`src/rtl/mem_pipe_ctrl.sv`:
```
// MEM-stage sequencing controller: data-memory handshake FSM, pipeline stall/flush
// generation, access timeout and a saturating memory-stall cycle counter.
module mem_pipe_ctrl #(
  parameter int TIMEOUT = 256,
  parameter int CNT_W   = 32
) (
  input  logic             clk,
  input  logic             reset,
  input  logic             MemReqM,
  input  logic             MemWriteM,
  output logic             dmem_req,
  output logic             dmem_we,
  input  logic             dmem_gnt,
  input  logic             dmem_rvalid,
  input  logic [31:0]      dmem_rdata,
  output logic [31:0]      ReadDataM,
  input  logic [4:0]       Rs1D,
  input  logic [4:0]       Rs2D,
  input  logic [4:0]       RdE,
  input  logic             ResultSrcE0,
  input  logic             PCSrcE,
  output logic             StallF,
  output logic             StallD,
  output logic             StallE,
  output logic             StallM,
  output logic             FlushD,
  output logic             FlushE,
  output logic             FlushW,
  output logic             timeout_err,
  output logic [CNT_W-1:0] stall_cnt
);

  localparam int TW = (TIMEOUT > 2) ? $clog2(TIMEOUT) : 1;
  localparam logic [TW-1:0] WAIT_LAST = TW'(TIMEOUT - 1);

  typedef enum logic [1:0] {
    IDLE      = 2'd0,
    WAIT_GNT  = 2'd1,
    WAIT_RESP = 2'd2
  } state_e;

  state_e           state_q, state_d;
  logic [TW-1:0]    wcnt_q, wcnt_d;
  logic             err_q, err_d;
  logic [CNT_W-1:0] cnt_q, cnt_d;

  logic req_s, done_s, load_done_s, waiting_s, tmo_s, mem_stall_s, lwstall_s;

  // Handshake decode, completion/timeout detection and next-state computation.
  always_comb begin
    req_s       = 1'b0;
    done_s      = 1'b0;
    load_done_s = 1'b0;
    state_d     = state_q;
    wcnt_d      = '0;

    case (state_q)
      IDLE:      req_s = MemReqM;
      WAIT_GNT:  req_s = 1'b1;
      WAIT_RESP: req_s = 1'b0;
      default:   req_s = 1'b0;
    endcase

    if (req_s && dmem_gnt) begin
      if (MemWriteM) begin
        done_s = 1'b1;
      end else if (dmem_rvalid) begin
        done_s      = 1'b1;
        load_done_s = 1'b1;
      end else begin
        done_s = 1'b0;
      end
    end else if (state_q == WAIT_RESP && dmem_rvalid) begin
      done_s      = 1'b1;
      load_done_s = 1'b1;
    end else begin
      done_s = 1'b0;
    end

    waiting_s   = (state_q != IDLE);
    // A timed-out access is released as if done, but carries no data.
    tmo_s       = waiting_s && (wcnt_q == WAIT_LAST) && !done_s;
    mem_stall_s = ((state_q == IDLE && MemReqM) || waiting_s) && !done_s && !tmo_s;

    if (done_s || tmo_s) begin
      state_d = IDLE;
    end else if (state_q == WAIT_RESP) begin
      state_d = WAIT_RESP;
    end else if (req_s && dmem_gnt) begin
      state_d = WAIT_RESP;
    end else if (req_s) begin
      state_d = WAIT_GNT;
    end else begin
      state_d = IDLE;
    end

    if (waiting_s && state_d != IDLE) begin
      wcnt_d = wcnt_q + 1'b1;
    end else begin
      wcnt_d = '0;
    end

    err_d = err_q | tmo_s;

    if (mem_stall_s && (cnt_q != '1)) begin
      cnt_d = cnt_q + 1'b1;
    end else begin
      cnt_d = cnt_q;
    end

    lwstall_s = ResultSrcE0 && (RdE != 5'd0) && ((Rs1D == RdE) || (Rs2D == RdE));
  end

  // FSM state, wait counter, sticky timeout flag and stall counter.
  always_ff @(posedge clk or negedge reset) begin
    if (!reset) begin
      state_q <= IDLE;
      wcnt_q  <= '0;
      err_q   <= 1'b0;
      cnt_q   <= '0;
    end else begin
      state_q <= state_d;
      wcnt_q  <= wcnt_d;
      err_q   <= err_d;
      cnt_q   <= cnt_d;
    end
  end

  // Outputs are forced low while reset is held, independent of the inputs.
  assign dmem_req    = reset & req_s;
  assign dmem_we     = reset & req_s & MemWriteM;
  assign ReadDataM   = (reset && load_done_s) ? dmem_rdata : 32'd0;
  assign StallF      = reset & (mem_stall_s | lwstall_s);
  assign StallD      = reset & (mem_stall_s | lwstall_s);
  assign StallE      = reset & mem_stall_s;
  assign StallM      = reset & mem_stall_s;
  assign FlushW      = reset & mem_stall_s;
  assign FlushD      = reset & ~mem_stall_s & PCSrcE;
  assign FlushE      = reset & ~mem_stall_s & (PCSrcE | lwstall_s);
  assign timeout_err = reset & err_q;
  assign stall_cnt   = cnt_q;

endmodule

```
`config.mk`:
```
export PLATFORM = sky130hd
export DESIGN_NAME = mem_pipe_ctrl
export DESIGN_NICKNAME = d
export VERILOG_FILES = /design/src/rtl/mem_pipe_ctrl.sv
export SDC_FILE = /design/constraint.sdc
export NUM_CORES = 1
export LEC_CHECK = 0
export CAP_MARGIN = 20
export CORE_AREA = 8 8 91 93
export DETAILED_ROUTE_END_ITERATION = 6
export DIE_AREA = 0 0 99 101
export PLACE_DENSITY_LB_ADDON = 0.05
export SLEW_MARGIN = 20
export SYNTH_ARGS = -nofsm -noshare
export SYNTH_HDL_FRONTEND = slang
export SYNTH_SLANG_ARGS = --single-unit
export TNS_END_PERCENT = 10
```
`constraint.sdc`:
```
create_clock -name clk -period 2.1 [get_ports clk]
set_input_delay 0.21 -clock clk [delete_from_list [all_inputs] [get_ports clk]]
set_output_delay 0.21 -clock clk [all_outputs]
set_load 0.03 [all_outputs]
```
==> impl_metrics.py <==
metrics = {
    "global_route": {
        "antenna_found_initial": 0,
        "grt_pass1_wl_um": 13500,
        "overflow": 0,
        "grt_max_degree": 33,
        "grt_pass1_vias": 2562,
        "grt_usage_pct": 16.8,
    },
    "power": {
        "p_per_area_mw_per_mm2": 750,
        "vdd_drop_max_mv": 0.886,
        "total_power_uw": 3180,
        "p_leak_uw": 0.00188,
    },
    "timing": {
        "slew_headroom_pct": 72.8,
        "skew_ps": 6.26,
        "setup_tns_ps": 0,
        "tightestPinTransition_ps": 405,
        "drv_slew": 0,
        "finalSetupViolCount": 0,
        "layout_min_cycle_time_ps": 2050,
        "grt_setup_unrepaired": "yes",
        "fin_crit_sh_pct": 97.5,
        "fmax_mhz": 489,
        "timing.hold.ws_ps": 305,
        "final-hold-violation-count": 0,
    },
    "synth": {
        "synth_seq_area_share_pct": 39.6,
        "synthSimpleGateAreaFrac_pct": 34.5,
        "synthMuxAreaShare_pct": 0.414,
        "synth_fa_ha_area_share_pct": 0.920,
        "synth_compound_area_share_pct": 7.36,
        "synth_top_area_cell": "dfrtp_1",
        "avgSynthCellArea_sq_um": 9.96,
        "synth_cell_types": 52,
        "synth_cells": 273,
        "ys.flop_type": "dfrtp_1",
        "synth_top_family_by_area": "simple AND/OR/NAND/NOR gates",
        "yosysTopAreaCellShare_pct": 39.6,
        "synth_common_cells": "43 x dfrtp_1, 38 x and2_1, 31 x xnor2_1, 18 x nand3_1, 17 x nand2_1",
        "async_flop_share_pct": 100,
        "syn_area_sq_mm": 0.00272,
        "synthTopCellsByArea": "dfrtp_1 40%, xnor2_1 10%, and2_1 8.7%",
        "yosysWarnings": 0,
        "yosysMostFrequentCell": "dfrtp_1",
        "ys_ff_latch": 43,
        "synthXorXnorAreaFrac_pct": 14.5,
        "synth-edff-count": 0,
        "syn_nets": 330,
    },
    "clock_tree": {
        "clkSlewWorstSetupHoldPaths_ps": 80,
        "cts-root-buf": "clkbuf_8",
        "clkLatencyLatePin_ps": 290,
        "cts_tree": "built",
        "clock_path_buffers": 2,
        "htreeDepth": 2,
        "cts_sinks": 43,
        "cts_buffers": 5,
    },
    "job": {
        "drv_cap": 0,
    },
    "status": {
        "outcome": "finished, final reports clean",
    },
    "die": {
        "num_io_pins": 129,
        "die-height_um": 101,
        "fp.dieW_um": 99,
        "core_sq_mm": 0.00694,
        "rows": 31,
        "start_util_pct": 39.2,
        "die_area_sq_mm": 0.0100,
    },
    "setup_path": {
        "cp_data_arrival_time_ps": 1840,
        "cp.required_ps": 1890,
        "criticalPathCategory": "flop to primary output",
        "critical_path_peak_fanout": 4,
        "crit_path_end_kind": "primary output",
        "critPathLaunchType": "flop",
    },
    "detailed_routing": {
        "wl_per_cell_um": 16.7,
        "dr_total_vias": 2487,
        "antenna_left": 0,
        "via_per_inst": 4.96,
        "drt_pre_antenna_iters": 4,
        "drt_wl_total_um": 8360,
        "drt_iter0_markers": 100,
        "drc_errors": 0,
    },
    "finish": {
        "final_nets": 475,
        "syn_to_final_growth_pct": 55.7,
        "drive_gt1_share_pct": 24.8,
        "n_antenna_cell": 0,
    },
    "place": {
        "hpwl_um": 6490,
        "port_buffers": 128,
        "gp_routability_congestion": 0.741,
    },
    "worst_hold_path": {
        "worstHoldPathType": "input port to async pin",
    },
}
==> stage by stage <==
stage | utilization, % | worst slack (ps) | instance area (sq um) | cells
final | 61.0 | 53.3 | 4240 | 501
after global routing | 61.0 | -41.0 | 4240 | 501
after CTS | 60.4 | 1.21 | 4200 | 498
after detailed placement | 58.3 | 59.4 | 4050 | 488
after global placement | 58.3 | 88.6 | 4050 | 488
after floorplan | - | -2.90 | 2720 | 273
==> critical path, stage by stage (launching register included) <==
cell	delay, ps
dfrtp_1	400
ha_2	190
and4_4	240
o211ai_1	120
o211a_4	190
o21a_2	230
buf_4	170
==> kinds of logic after synthesis <==
logic type      count (synthesis)
mux                             1
compound gates                 23
xor+xnor                       45
buf+inv                        12
fa+ha+maj                       2
simple gates                  147
flops                          43
==> area by class of cell <==
type | count | area (sq um)
inverters | 1 | 3.75
multi-input cells | 218 | 1590
clock buffers | 6 | 82.6
fillers | 634 | 2710
repair buffers | 149 | 1340
flip-flops and latches | 43 | 1080
well taps | 82 | 103
clock inverters | 2 | 35.0
==> sequential cells by signal (all words and copies together) (netlist names) <==
register   count
stall_cnt     32
wcnt_q         8
state_q        2
err_q          1
==> placed cells by master (no fill, tap or decap), types with 2 or more instances in the layout <==
master           count
and3_1              12
and2_1              37
xnor2_1             31
dfrtp_2              2
and2_2               2
and4_2               2
nand4_4              2
xor2_1              14
nand2b_1             2
o211ai_1             2
nand3_1             18
a21oi_1              5
clkbuf_8             6
and4_4               3
nor4_1               3
clkdlybuf4s50_1     85
dfrtp_1             41
a31oi_1              2
nand4_2              2
buf_4               60
nand4_1             10
nand3_2              3
nor3_1               6
buf_6                2
nand2_1             17
nor2_1              16
a21o_1               2
==> path summary, 6_finish.rpt <==
check                                end  depth (start not counted)  startpoint  slack (ps)
setup / recovery                  StallD                          6   wcnt_q[0]          50
hold / removal                 wcnt_q[6]                          2       reset         310
setup reg to reg           stall_cnt[25]                          8   wcnt_q[0]         110
hold reg to reg                    err_q                          1       err_q         470
max in group asynchronous      wcnt_q[0]                          3       reset        1220
min in group clk                   err_q                          1       err_q         470
==> what timing repair did <==
| item | 4_1_cts | 5_1_grt |
|---|---|---|
| endpoints found under the setup margin | 5 | 41 |
| resized for setup | 3 | 8 |
| buffers inserted | 1 | 3 |
| hold endpoints to repair | 3 | 0 |
| pin swaps | 1 | 5 |
| hold buffers | 1 | 0 |
==> where the power goes <==
group / internal (uW) / switching [uW]
Combinational: 636 / 798
Sequential: 928 / 138
Clock: 385 / 290
Total: 1950 / 1230
==> metal layers <==
| metal | global-route usage (%) | vias to the layer above | share of wire [%] |
|---|---|---|---|
| met1 | 20.4 | 1180 | 43 |
| met2 | 28.5 | 55 | 50 |
| met3 | 5.46 | 7 | 6.1 |
| li1 | - | 1245 | - |
| met5 | 0 | - | 0 |
| met4 | 2.95 | 0 | 0.74 |
(Power assumes the default switching activity.)
